[src/rtl/aplic_src_conditioner.sv]
// Per-source conditioning of raw device interrupt wires: synchronize, glitch-filter,
// detect filtered edges and keep a sticky event record for the APLIC source inputs.
module aplic_src_conditioner #(
  parameter int NR_SRC      = 32,
  parameter int SYNC_STAGES = 2,
  parameter int FILT_CYCLES = 4
) (
  input  logic              i_clk,
  input  logic              ni_rst,
  input  logic [NR_SRC-1:0] i_sources,
  input  logic [NR_SRC-1:0] i_en,
  input  logic [NR_SRC-1:0] i_clr,
  output logic [NR_SRC-1:0] o_level,
  output logic [NR_SRC-1:0] o_rise,
  output logic [NR_SRC-1:0] o_fall,
  output logic [NR_SRC-1:0] o_event
);

  localparam int CW = $clog2(FILT_CYCLES + 1);
  localparam logic [CW-1:0] CNT_LAST = CW'(FILT_CYCLES - 1);

  logic [SYNC_STAGES-1:0][NR_SRC-1:0] sync_q, sync_d;
  logic [NR_SRC-1:0]                  sync_s;
  logic [NR_SRC-1:0]                  filt_q, filt_d;
  logic [NR_SRC-1:0]                  filt_dly_q, filt_dly_d;
  logic [NR_SRC-1:0][CW-1:0]          cnt_q, cnt_d;
  logic [NR_SRC-1:0]                  event_q, event_d;
  logic [NR_SRC-1:0]                  rise, fall;

  // Stage 0 captures the raw wire; the oldest stage is the usable synchronous value.
  assign sync_d = {sync_q[SYNC_STAGES-2:0], i_sources};
  assign sync_s = sync_q[SYNC_STAGES-1];

  // A mismatch must persist FILT_CYCLES consecutive edges; any agreeing cycle restarts it.
  always_comb begin
    filt_d = filt_q;
    cnt_d  = cnt_q;
    for (int i = 0; i < NR_SRC; i++) begin
      if (!i_en[i]) begin
        filt_d[i] = 1'b0;
        cnt_d[i]  = '0;
      end else if (sync_s[i] == filt_q[i]) begin
        cnt_d[i] = '0;
      end else if (cnt_q[i] == CNT_LAST) begin
        filt_d[i] = sync_s[i];
        cnt_d[i]  = '0;
      end else begin
        cnt_d[i] = cnt_q[i] + 1'b1;
      end
    end
  end

  // Forcing the delayed copy low with the level keeps a disable from looking like a fall.
  assign filt_dly_d = filt_q & i_en;

  assign rise = filt_q & ~filt_dly_q;
  assign fall = ~filt_q & filt_dly_q;

  // A pulse in the same cycle as a clear takes priority over the clear.
  assign event_d = (event_q & ~i_clr) | rise | fall;

  always_ff @(posedge i_clk or negedge ni_rst) begin
    if (!ni_rst) begin
      sync_q     <= '0;
      filt_q     <= '0;
      filt_dly_q <= '0;
      cnt_q      <= '0;
      event_q    <= '0;
    end else begin
      sync_q     <= sync_d;
      filt_q     <= filt_d;
      filt_dly_q <= filt_dly_d;
      cnt_q      <= cnt_d;
      event_q    <= event_d;
    end
  end

  assign o_level = filt_q;
  assign o_rise  = rise;
  assign o_fall  = fall;
  assign o_event = event_q | rise | fall;

endmodule

[config.mk]
export PLATFORM = sky130hd
export DESIGN_NAME = aplic_src_conditioner
export DESIGN_NICKNAME = d
export VERILOG_FILES = /design/src/rtl/aplic_src_conditioner.sv
export SDC_FILE = /design/constraint.sdc
export NUM_CORES = 1
export LEC_CHECK = 0
export ABC_AREA = 1
export BUFFER_PORTS_ARGS = -buffer_cell sky130_fd_sc_hd__buf_2
export CORE_ASPECT_RATIO = 1.25
export CORE_MARGIN = 10
export CORE_UTILIZATION = 49
export DETAILED_ROUTE_END_ITERATION = 10
export PLACE_DENSITY = 0.82
export RECOVER_POWER = 25
export SETUP_SLACK_MARGIN = 0.5
export SYNTH_ARGS = -nofsm -noshare
export SYNTH_HDL_FRONTEND = slang
export SYNTH_SLANG_ARGS = --single-unit
[constraint.sdc]
create_clock -name i_clk -period 0.9 [get_ports i_clk]
set_input_delay 0.045 -clock i_clk [delete_from_list [all_inputs] [get_ports i_clk]]
set_output_delay 0.045 -clock i_clk [all_outputs]
set_load 0.005 [all_outputs]
### Word-level counts from Yosys, hierarchy flattened

Index checks and enable logic that the tools add are counted.

| word-level totals | value |
|---|---|
| output and inout bits | 128 |
| flip-flop bits (word level) | 256 |
| logic and storage cells | 463 |

| cells by class | value |
|---|---|
| mux-type cells | 192 |
| bitwise logic cells | 11 |
| reductions and logical operators | 32 |
| add/sub/neg operators | 32 |
| eq/ne operators | 128 |

Operators with widths:

| cell | count |
|---|---|
| $mux W3 | 96 |
| $and A32 B32 Y32 | 4 |
| $or A32 B32 Y32 | 4 |
| $add A3 B1 Y3 const B | 32 |
| $eq A3 B2 Y1 const B | 32 |
| $mux W1 | 96 |
| $not A32 Y32 | 3 |
| $ne A2 B1 Y1 const B | 32 |
| $ne A2 B2 Y1 const B | 32 |
| $reduce_and A2 Y1 | 32 |
| $eq A1 B1 Y1 | 32 |

### Longest topological paths before layout

Gate-level depths: netlist of the first run.

| depth | value |
|---|---|
| depth after elaboration | 4 |
| gate-level depth with buffers | 6 |
| depth with buffers taken out | 6 |

### Worst setup path before layout of the first run

OpenSTA, ideal clock, no wires.

| path | value |
|---|---|
| kind | reg2reg |
| start point | register cnt_q[24] in the netlist's numbering |
| end point | register cnt_q[26] in the netlist's numbering |
| slack | -92 ps |
| stages on the path, launching flop included | 4 |
| path buffers | 0 |
| library setup time | 72 ps |
| required time | 828 ps |
| data arrival time | 920 ps |
| cell sequence | dfrtp_1 ha_1 or2_2 nor2_1 |

RTL lines:

| element | line | text |
|---|---|---|
| start: declaration | 26 | `logic [NR_SRC-1:0][CW-1:0] cnt_q, cnt_d;` |
| start signal: assignment | 73 | `cnt_q <= cnt_d;` |

### Final worst setup path of the first run

| path | value |
|---|---|
| start point | register filt_q[12] (netlist: o_level[12]) |
| end point | output port o_event[12] |

| on the way | value |
|---|---|
| word-level cells in the longest chain between the ends | 3 |
| elaborated cells between the ends (all ways) | 5 |
| classes of those cells | bitwise (5) |

Ends and longest elaborated chain:

| element | line | text |
|---|---|---|
| start: declaration | 24 | `logic [NR_SRC-1:0] filt_q, filt_d;` |
| start signal: assignment | 71 | `filt_q <= filt_d;` |
| $and A32 B32 Y32 or $not A32 Y32 (tied branches) | 56, 57 |  |
| $or A32 B32 Y32 or $and A32 B32 Y32 (tied branches) | 81, 57 |  |
| $or A32 B32 Y32 * | 81 | `assign o_event = event_q \| rise \| fall;` |
| end: declaration | 16 | `output logic [NR_SRC-1:0] o_event` |

Mark *: on every way between the ends. The rest lies on a longest branch, timed or not.

==> results of run 1 <==
==> per-layer routing <==
metal / vias to the layer above / track usage / routed length [um]
li1: 4696 / - / -
met1: 5556 / 0.216 / 15200
met2: 688 / 0.473 / 26800
met3: 277 / 0.0423 / 2990
met4: 0 / 0.0985 / 3690
met5: - / 0 / 0
==> kinds of logic after synthesis <==
logic type,Yosys count,share of synthesized area
adder cells (fa/ha/maj),32,0.0373
AO/OA/AOI/OAI,91,0.0638
flip-flops,256,0.596
AND/OR/NAND/NOR,507,0.212
buffers and inverters,259,0.0905
==> stage by stage <==
step / TNS [ns] / instance area [um2]
after detailed placement: -5.10 / 12900
after CTS: -68.00 / 16500
after floorplan: 0 / 11000
after global placement: -1.86 / 12900
final: -101.23 / 19200
after global routing: -110.98 / 19200
==> Yosys cell counts, drive strengths merged <==
library cell / number
ha: 32
a21oi: 28
inv: 259
o211ai: 32
or2: 40
nor2: 71
nand2: 332
nand3: 64
dfrtp: 256
o21ai: 31
==> worst min-delay path by stage <==
| stage | slack (ns) | depth (start not counted) | endpoint |
|---|---|---|---|
| 4_1_cts | -0.59 | 1 | sync_d[56] |
| 2_1_floorplan | -0.25 | 0 | cnt_q[0] |
| 3_5_place_dp | -0.03 | 1 | sync_d[56] |
| 3_3_place_gp | -0.02 | 1 | sync_d[56] |
| 5_1_grt | -0.23 | 3 | filt_dly_q[24] |
| 6_report | -0.22 | 3 | filt_dly_q[24] |
==> power breakdown <==
part           switching (mW)  internal, mW  total (mW)
Combinational            3.53          3.64        7.16
Clock                    5.01          6.74        11.8
Sequential              0.543          12.2        12.7
==> sequential cells by signal (all words and copies together), names as in the netlist <==
| signal | count |
|---|---|
| cnt_q | 96 |
| filt_dly_q | 32 |
| sync_s | 32 |
| event_q | 32 |
| sync_d | 32 |
| o_level | 32 |
==> layout make-up <==
| class | count | area, um2 |
|---|---|---|
| flip-flops and latches | 256 | 6410 |
| repair buffers | 590 | 5570 |
| multi-input cells | 630 | 4990 |
| fillers | 746 | 2310 |
| inverters | 259 | 1000 |
| clock buffers | 38 | 797 |
| well taps | 279 | 349 |
| clock inverters | 9 | 110 |
| diodes | 4 | 10.0 |
==> worst max-delay path, delay by kind of cell, from the launching register on <==
family	cells	cell delay, ns
DFF	1	0.41
and+or+nand+nor	2	0.35
buffers and inverters	2	0.19
==> repair_timing <==
action                     in CTS  in global routing
buffers inserted              111                143
hold endpoints to repair      480                400
pin swaps                      64                117
setup endpoints to repair     352                352
cloned                          0                  0
gates resized for setup       288                439
==> metrics.md, run 1 <==
| Metric | Value |
|---|---|
| Status | finished with violations |
| Failing checks | negative hold slack, negative setup slack |
| Hold buffers post-CTS | 65 |
| Final Cycle Share | 1.72 |
| Hold WC Path Type | input pin to flip-flop |
| Register-to-Register Setup Slack | -0.48 ns |
| Clk sinks | 256 |
| Non-filler cells in the finished layout | 2,065 |
| Register area share after synthesis | 0.596 |
| Post-DRT Antenna Nets | 0 |
| Util after Layout | 0.893 |
| Crit path to | o_event[12] |
| RR Startpoint | o_level[10] |
| # port buffers | 225 |
| Mapped Cells | 1,145 |
| Hpwl dp | 17.1 mm |
| Synth-to-Final Area Change | 79.0% |
| Synth top area share | 0.596 |
| Final hold vios | 156 |
| Worst setup path start | o_level[12] |
| Core area | 0.0215 mm2 |
| PnR worst setup slack | -0.652 ns |
| Setup CP Type | flip-flop to output pin |
| Power Dens Cells | 1640 mW/mm2 |
| Later-pin clock latency in the skew report | 0.54 ns |
| Cell Chain, Critical Path | inv_2 -> or2_4 -> nand3_2 -> buf_6 |
| GR Overflow Total | 0 |
| Largest stage delay, worst path | 0.41 ns |
| Initial DRC count | 750 |
| H-tree levels | 1 |
| Vias in the first global route | 11,000 |
| Die height | 186 um |
| Top area cells in the synthesized netlist | dfrtp_1 (60%), nand2_1 (12%), inv_1 (8.0%) |
| Final Setup Violations | 307 |
| Leading cell type in the layout, fill and taps excluded | buf_6 |
| Clock-pin slew on the worst setup and hold paths | 0.07 ns |
| Total power | 31.6 mW |
| GPL Wtd Cong | 0.774 |
| CP Max Fanout | 3 |
| Vias per Instance | 5.43 |
| Max-cap violations | 0 |
| Hold slack | -0.216 ns |
| Global Route Usage Sum | 0.231 |
| Cell taking the most area after synthesis | dfrtp_1 |
| Synth Area per Inst | 9.39 um2 |
| Setup Skew | 0.0156 ns |
| Routed WL per cell | 23.6 um |
| Final net count | 1,894 |
| Worst-Margin Slew | 1.48 ns |
| Max Slew Vio Count | 0 |
| Leak | 10.3 nW |
| DR pass1 iterations | 5 |
| Setup crit start kind | flip-flop |
| #FFs+latches synth | 256 |
| Critical path required time | 0.85 ns |
| Worst R2R End | cnt_q[31] |
| CTS buffer count | 27 |
| RSZ-0062 raised after global routing | true |
| Hold path start | i_en[24] |
| Post-place setup slack | -0.124 ns |
| Tmin final | 1.55 ns |
| CP Capture Type | output pin |
| Largest net degree at the start of global routing | 44 |
| Syn. warnings | 0 |
| Top-level I/O count | 226 |
| Clock tree buffer depth | 3 |
| Reg2reg path depth | 8 |
| Library cells used by synthesis | 15 |
| Vias | 11,200 |
| First-pass GRT wire length | 54.1 mm |
| DRT Wirelength | 48.7 mm |
| Crit path DAT | 1.51 ns |
| Post-Syn Area | 0.0107 mm2 |
| Area of the die | 0.0283 mm2 |
| Initial cell density of the core | 0.499 |
| Slew margin rel. | 0.0143 |
| Placed cell count | 1,695 |
| CTS tree | done |
| Remaining DRCs | 0 |
| Mapped Nets | 1,275 |
| Max VDD drop | 1720 uV |
| Cell row count | 60 |
| Slowest CP cell | dfrtp_1 |
| Die width | 152 um |
| Initial antenna violation count | 3 |
| Most frequent cells in the layout | buf_6 (292), dfrtp_1 (253), inv_2 (137), nand2_2 (134), buf_2 (118) |
| Layout cells sized above 1 | 0.653 |
| Fmax | 644 MHz |
| Root Buffer | clkbuf_16 |
(Power assumes the default switching activity.)
==> run 2, diff against run 1 <==
--- a/config.mk
+++ b/config.mk
@@ -9,9 +9,9 @@
 export BUFFER_PORTS_ARGS = -buffer_cell sky130_fd_sc_hd__buf_2
 export CORE_ASPECT_RATIO = 1.25
 export CORE_MARGIN = 10
-export CORE_UTILIZATION = 49
+export CORE_UTILIZATION = 50
 export DETAILED_ROUTE_END_ITERATION = 10
-export PLACE_DENSITY = 0.82
+export PLACE_DENSITY = 0.8
 export RECOVER_POWER = 25
 export SETUP_SLACK_MARGIN = 0.5
 export SYNTH_ARGS = -nofsm -noshare
==> constraint.sdc (replaced) <==
create_clock -name i_clk -period 1.55 [get_ports i_clk]
set_input_delay 0.0775 -clock i_clk [delete_from_list [all_inputs] [get_ports i_clk]]
set_output_delay 0.0775 -clock i_clk [all_outputs]
set_load 0.005 [all_outputs]
==> run 2 against run 1 <==
  * The run ends with negative setup slack left
  * Non-clock buffer count fell by 80
  * Final cell count down 4.3%
  * Die area shrank 1.8%
  * Sequential cell count did not move
  * Setup slack gained 0.65 ns
  * Clock skew down 0.0015 ns
  * Register-to-register slack improved by 0.71 ns
  * Sequential share of layout area is 4.4 points higher
  * First-iteration DRC count decreased by 23%
  * Critical path type unchanged
  * Critical endpoint is now o_event[2]
  * Highest routed layer unchanged
==> metrics.md, run 2 (synthesized netlist as in run 1, its figures left out) <==
| Metric | Value |
|---|---|
| Status | finished with violations |
| Failing checks | negative setup slack |
| Final hold vios | 0 (-100%) |
| Final Setup Violations | 1 (-99.7%) |
| Placed cell count | 1,652 (-2.5%) |
| Hold WC Path Type | input pin to asynchronous set/reset pin |
| Total power | 16.5 mW (-48%) |
| Power Dens Cells | 969 mW/mm2 (-41%) |
| Root Buffer | clkbuf_16 |
| Later-pin clock latency in the skew report | 0.53 ns (about the same) |
| Layout cells sized above 1 | 0.487 (-0.166) |
| Initial antenna violation count | 4 (+1) |
| Most frequent cells in the layout | dfrtp_1 (249), nand2_1 (209), inv_1 (156), buf_6 (145), buf_2 (132) |
| Initial DRC count | 575 (-23%) |
| CP Max Fanout | 3 (unchanged) |
| Top-level I/O count | 226 (unchanged) |
| RR Startpoint | cnt_q[87] |
| Max-cap violations | 0 (unchanged) |
| Critical path required time | 1.47 ns (+0.62 ns) |
| Max reg flops | 96 (unchanged) |
| Largest net degree at the start of global routing | 49 (+11%) |
| Cell row count | 59 (-1.7%) |
| GR Overflow Total | 0 (unchanged) |
| Leak | 9.37 nW (-8.8%) |
| Die width | 151 um (-0.87%) |
| Max VDD drop | 830 uV (-52%) |
| Worst-Margin Slew | 0.813 ns (-0.665 ns) |
| DR pass1 iterations | 5 (unchanged) |
| Reg2reg path depth | 6 (-2) |
| Setup Skew | 0.0141 ns (-0.00150 ns) |
| Routed WL per cell | 19.2 um (-19%) |
| DRT Wirelength | 38.0 mm (-22%) |
| Leading cell type in the layout, fill and taps excluded | dfrtp_1 |
| P_sw | 4.48 mW (-51%) |
| Fill count | 1,036 (+39%) |
| Fmax | 643 MHz |
| Setup CP Type | flip-flop to output pin |
| Post-DRT Antenna Nets | 0 (unchanged) |
| Final Cycle Share | 1.00 |
| Clock tree buffer depth | 3 (unchanged) |
| Vias | 10,100 (-10%) |
| Clock-pin slew on the worst setup and hold paths | 0.07 ns (about the same) |
| # port buffers | 225 (unchanged) |
| Reg power frac | 0.446 (+0.044) |
| CP Capture Type | output pin |
| Vias in the first global route | 9,729 (-12%) |
| Die height | 184 um (-0.90%) |
| First-pass GRT wire length | 45.9 mm (-15%) |
| Logic pwr share | 0.200 (-0.026) |
| Initial cell density of the core | 0.513 (+0.0138) |
| Synth-to-Final Area Change | 58.2% |
| PnR worst setup slack | -0.00634 ns (+0.646 ns) |
| Clk sinks | 256 (unchanged) |
| GPL Wtd Cong | 0.774 (+0.10%) |
| Internal power | 12.0 mW (-47%) |
| Worst R2R End | cnt_q[88] |
| Core area | 0.0210 mm2 (-2.7%) |
| Non-filler cells in the finished layout | 1,977 (-4.3%) |
| H-tree levels | 1 (unchanged) |
| Largest register by flop count | cnt_q |
| RSZ-0062 raised after global routing | true |
| CTS buffer count | 25 (-7.4%) |
| CTS tree | done |
| Crit path DAT | 1.48 ns (-0.03 ns) |
| Setup crit start kind | flip-flop |
| Register-to-Register Setup Slack | 0.23 ns (+0.71 ns) |
| Clock share of power | 0.354 (-0.017) |
| Hpwl dp | 15.9 mm (-6.5%) |
| Area of the die | 0.0278 mm2 (-1.8%) |
| Max Slew Vio Count | 0 (unchanged) |
| Remaining DRCs | 0 (unchanged) |
| Final net count | 1,812 (-4.3%) |
| Switching share of power | 0.272 (-0.0151) |
| Slew margin rel. | 0.458 (+0.443) |
| Tmin final | 1.56 ns |
| Global Route Usage Sum | 0.200 (-0.0310) |
| Vias per Instance | 5.10 (-6.1%) |
==> run 2: changes by cell type in the layout (fill, tap and decap cells not counted), moves of 15 or more <==
cell / previous run / this run
a21oi_1: 1 / 27
buf_4: 97 / 119
dlygate4sd3_1: 65 / 97
inv_1: 114 / 156
o21ai_0: 0 / 24
nand2_2: 134 / 78
nand2_1: 104 / 209
nand2_4: 86 / 42
o21ai_1: 19 / 3
nand3_1: 13 / 28
buf_6: 292 / 145
inv_2: 137 / 96
a21oi_2: 26 / 1
==> run 2: through the flow <==
stage               utilization  setup TNS (ns)  hold slack, ns  worst slack (ns)  cell area (um2)
finish                    0.811        -0.00634          0.0682          -0.00634            17000
global route              0.811          -0.193          0.0924           -0.0375            17000
CTS                       0.727               0          0.0663            0.0761            15200
detailed placement        0.588               0          0.0222             0.495            12300
global placement          0.588               0          0.0191             0.528            12300
floorplan                     -               0          -0.218             0.558            10700
==> run 2: layer usage <==
layer,vias to the layer above,global-route usage,share of wire
met5,-,0,0
met4,0,0.0848,0.054
met3,171,0.0397,0.058
met2,464,0.376,0.55
met1,4918,0.209,0.34
li1,4534,-,-
==> run 2: how the worst max path moves through the flow <==
| stage | from | end | cells after the start |
|---|---|---|---|
| final | o_level[2] | o_event[2] | 4 |
| after CTS | filt_dly_q[28] | o_event[28] | 3 |
| after detailed placement | cnt_q[21] | o_level[7] | 6 |
| after floorplan | cnt_q[24] | cnt_q[26] | 3 |
| after global placement | o_level[4] | o_event[4] | 4 |
| after global routing | o_level[2] | o_event[2] | 4 |
==> run 2: what timing repair did <==
action,in CTS,in global routing
pin swaps,8,95
buffers inserted,83,97
endpoints found under the hold margin,478,0
hold buffers,97,0
setup endpoints to repair,131,223
gates resized for setup,159,314
==> run 2: power groups by stage <==
| stage | clock (mW) | combinational (mW) | sequential, mW |
|---|---|---|---|
| 6_report | 5.84 | 3.29 | 7.35 |
| 2_1_floorplan | 0 | 0.944 | 7.37 |
| 3_5_place_dp | 0 | 1.74 | 7.42 |
| 3_3_place_gp | 0 | 1.67 | 7.40 |
| 4_1_cts | 5.85 | 2.38 | 7.28 |
| 5_1_grt | 6.23 | 3.52 | 7.37 |
==> run 2: layout make-up <==
class                   instances  area, um2  share of cell area
flip-flops and latches        256       6410               0.377
repair buffers                510       4350               0.256
multi-input cells             630       4130               0.243
inverters                     259        990              0.0582
clock buffers                  39        738              0.0434
well taps                     274        343              0.0202
clock inverters                 5       36.3             0.00213
diodes                          4       10.0            0.000589
==> run 2: worst max-delay path, stage by stage (launching register included) <==
cell	delay, ns
dfrtp_1	0.41
inv_2	0.09
or2_4	0.26
nand3_2	0.08
buf_2	0.12
==> run 3, diff against run 2 <==
==> constraint.sdc (replaced) <==
create_clock -name i_clk -period 1.75 [get_ports i_clk]
set_input_delay 0.0875 -clock i_clk [delete_from_list [all_inputs] [get_ports i_clk]]
set_output_delay 0.0875 -clock i_clk [all_outputs]
set_load 0.005 [all_outputs]
==> run 3 against run 2 <==
  * The flow now finishes without violations
  * Via count decreased by 0.29%
  * Combinational power decreased by 17%
  * Sequential power decreased by 12%
  * Clock power decreased by 6.2%
  * Final area decreased by 3.7%
  * Sequential share of layout area increased by 1.4 points
  * Non-clock buffer count decreased by 12
  * Power decreased by 11%
  * Global-route usage about the same
  * Largest cell class unchanged
  * Highest routed layer unchanged
==> metrics.md, run 3 (synthesized netlist as in run 1, its figures left out) <==
| Metric | Value |
|---|---|
| CP Capture Type | output pin |
| Root Buffer | clkbuf_16 |
| CTS buffer count | 25 (unchanged) |
| Critical path required time | 1.66 ns (+0.19 ns) |
| Slowest CP cell | dfrtp_1 |
| CP delay by family, top | flip-flops |
| Worst Path Buf+Inv | 2 (unchanged) |
| Top-level I/O count | 226 (unchanged) |
| GR Overflow Total | 0 (unchanged) |
| Initial antenna violation count | 5 (+1) |
| Remaining DRCs | 0 (unchanged) |
| Final net count | 1,800 (-0.66%) |
| Initial DRC count | 638 (+11%) |
| DR pass1 iterations | 5 (unchanged) |
| Area of the die | 0.0278 mm2 (unchanged) |
| Crit path DAT | 1.45 ns (-0.03 ns) |
| Slew margin rel. | 0.330 (-0.128) |
| Status | completed |
| Setup Skew | 0.0122 ns (-0.00185 ns) |
| GPL Wtd Cong | 0.788 (+1.8%) |
| Max VDD drop | 1010 uV (+21%) |
| Hpwl dp | 16.1 mm (+1.2%) |
| Max reg flops | 96 (unchanged) |
| Reg2reg path depth | 10 (+4) |
| First-pass GRT wire length | 45.9 mm (about the same) |
| Vias per Instance | 5.12 (+0.27%) |
| Clk sinks | 256 (unchanged) |
| Final hold vios | 0 (unchanged) |
| Max Slew Vio Count | 0 (unchanged) |
| Sum Neg Setup Slack | 0 ns (+0.00634 ns) |
| Die height | 184 um (unchanged) |
| Layout cells sized above 1 | 0.384 (-0.103) |
| Power Dens Cells | 897 mW/mm2 (-7.4%) |
| Cell row count | 59 (unchanged) |
| Worst R2R End | cnt_q[48] |
| Clock-pin slew on the worst setup and hold paths | 0.06 ns (about the same) |
| Register-to-Register Setup Slack | 0.45 ns (+0.22 ns) |
| Max-cap violations | 0 (unchanged) |
| Worst-Margin Slew | 1.01 ns (+0.192 ns) |
| Setup CP Type | flip-flop to output pin |
| # port buffers | 225 (unchanged) |
| Hold WC Path Type | input pin to flip-flop |
| CTS tree | done |
| Vias | 10,100 (-0.29%) |
| Hold path start | i_sources[10] |
| Clock tree buffer depth | 3 (unchanged) |
| Tmin final | 1.53 ns |
| Leak | 9.22 nW (-1.6%) |
| Vias in the first global route | 9,959 (+2.4%) |
| Cell Chain, Critical Path | inv_2 -> or2_4 -> nand3_2 -> buf_2 |
| Largest stage delay, worst path | 0.39 ns (-0.02 ns) |
| RR Startpoint | o_level[16] |
| H-tree levels | 1 (unchanged) |
| Final Cycle Share | 0.876 |
| Die width | 151 um (unchanged) |
| Synth-to-Final Area Change | 52.4% |
| Largest register by flop count | cnt_q |
| DRT Wirelength | 36.8 mm (-3.2%) |
| Most frequent cells in the layout | nand2_1 (296), dfrtp_1 (252), inv_1 (169), buf_2 (135), buf_6 (119) |
| RSZ-0062 raised after global routing | true |
| Initial cell density of the core | 0.513 (unchanged) |
| Post-DRT Antenna Nets | 0 (unchanged) |
| Largest net degree at the start of global routing | 65 (+33%) |
| Final Setup Violations | 0 (-1) |
| Util after Layout | 0.782 (-0.0297) |
| Leading cell type in the layout, fill and taps excluded | nand2_1 |
| Later-pin clock latency in the skew report | 0.51 ns (-0.02 ns) |
| CP Max Fanout | 3 (unchanged) |
| Routed WL per cell | 18.7 um (-2.7%) |
| Setup crit start kind | flip-flop |
| Fmax | 652 MHz |
| Global Route Usage Sum | 0.201 (+0.000468) |
| Core area | 0.0210 mm2 (unchanged) |
| Hold EP | sync_d[42] |
| Worst hold path stage count | 2 |
## run 3: worst reg2reg max path, cell delays in order (launching register included)
cell     delay (ns)
dfrtp_1        0.38
inv_2          0.08
buf_6          0.11
buf_6          0.10
buf_6          0.10
buf_6          0.11
buf_6          0.11
nand2_4        0.05
nand2_2        0.05
nand2_2        0.07
nor2_1         0.05
## run 3: how the worst max path moves through the flow
stage | cells after the start | endpoint | slack [ns] | startpoint
floorplan | 3 | cnt_q[26] | 0.76 | cnt_q[24]
global placement | 4 | o_event[4] | 0.73 | o_level[4]
detailed placement | 3 | cnt_q[2] | 0.69 | cnt_q[0]
CTS | 4 | o_event[7] | 0.23 | o_level[7]
global route | 4 | o_event[15] | 0.17 | o_level[15]
finish | 4 | o_event[2] | 0.22 | o_level[2]
## run 3: timing repair
action	4_1_cts	5_1_grt
endpoints found under the setup margin	97	128
hold buffers	97	0
pin swaps	5	23
endpoints found under the hold margin	435	0
buffers inserted	82	87
gates resized for setup	130	156
## run 3: final cells by class
class	count	area [um2]
timing repair buffer	498	4080
sequential	256	6410
multi-input combinational	630	3720
inverter	259	987
clock buffer	35	743
tap	274	343
fill	1073	4580
antenna	7	17.5
clock inverter	7	85.1
## run 3: per-stage QoR
step	instance area [um2]	setup WS, ns	cells	hold slack (ns)	power (mW)
5_1_grt	16400	0.170	1963	0.215	15.2
4_1_cts	15100	0.228	1872	0.127	14.0
6_report	16400	0.217	1966	0.220	14.7
3_5_place_dp	12300	0.695	1651	0.0775	8.11
3_3_place_gp	12300	0.727	1651	0.0784	8.02
2_1_floorplan	10700	0.758	1145	-0.208	7.37
## run 3: power breakdown
group	switching (mW)	leakage (nW)	internal [mW]
Sequential	0.217	3.30	6.27
Clock	2.25	0.416	3.23
Combinational	1.39	5.50	1.35
## run 3: per-layer routing
layer	vias to the layer above	routed length, um	track usage
li1	4525	-	-
met1	4892	12200	0.201
met2	495	20300	0.385
met3	146	2350	0.0374
met4	0	1890	0.0929
met5	-	0	0
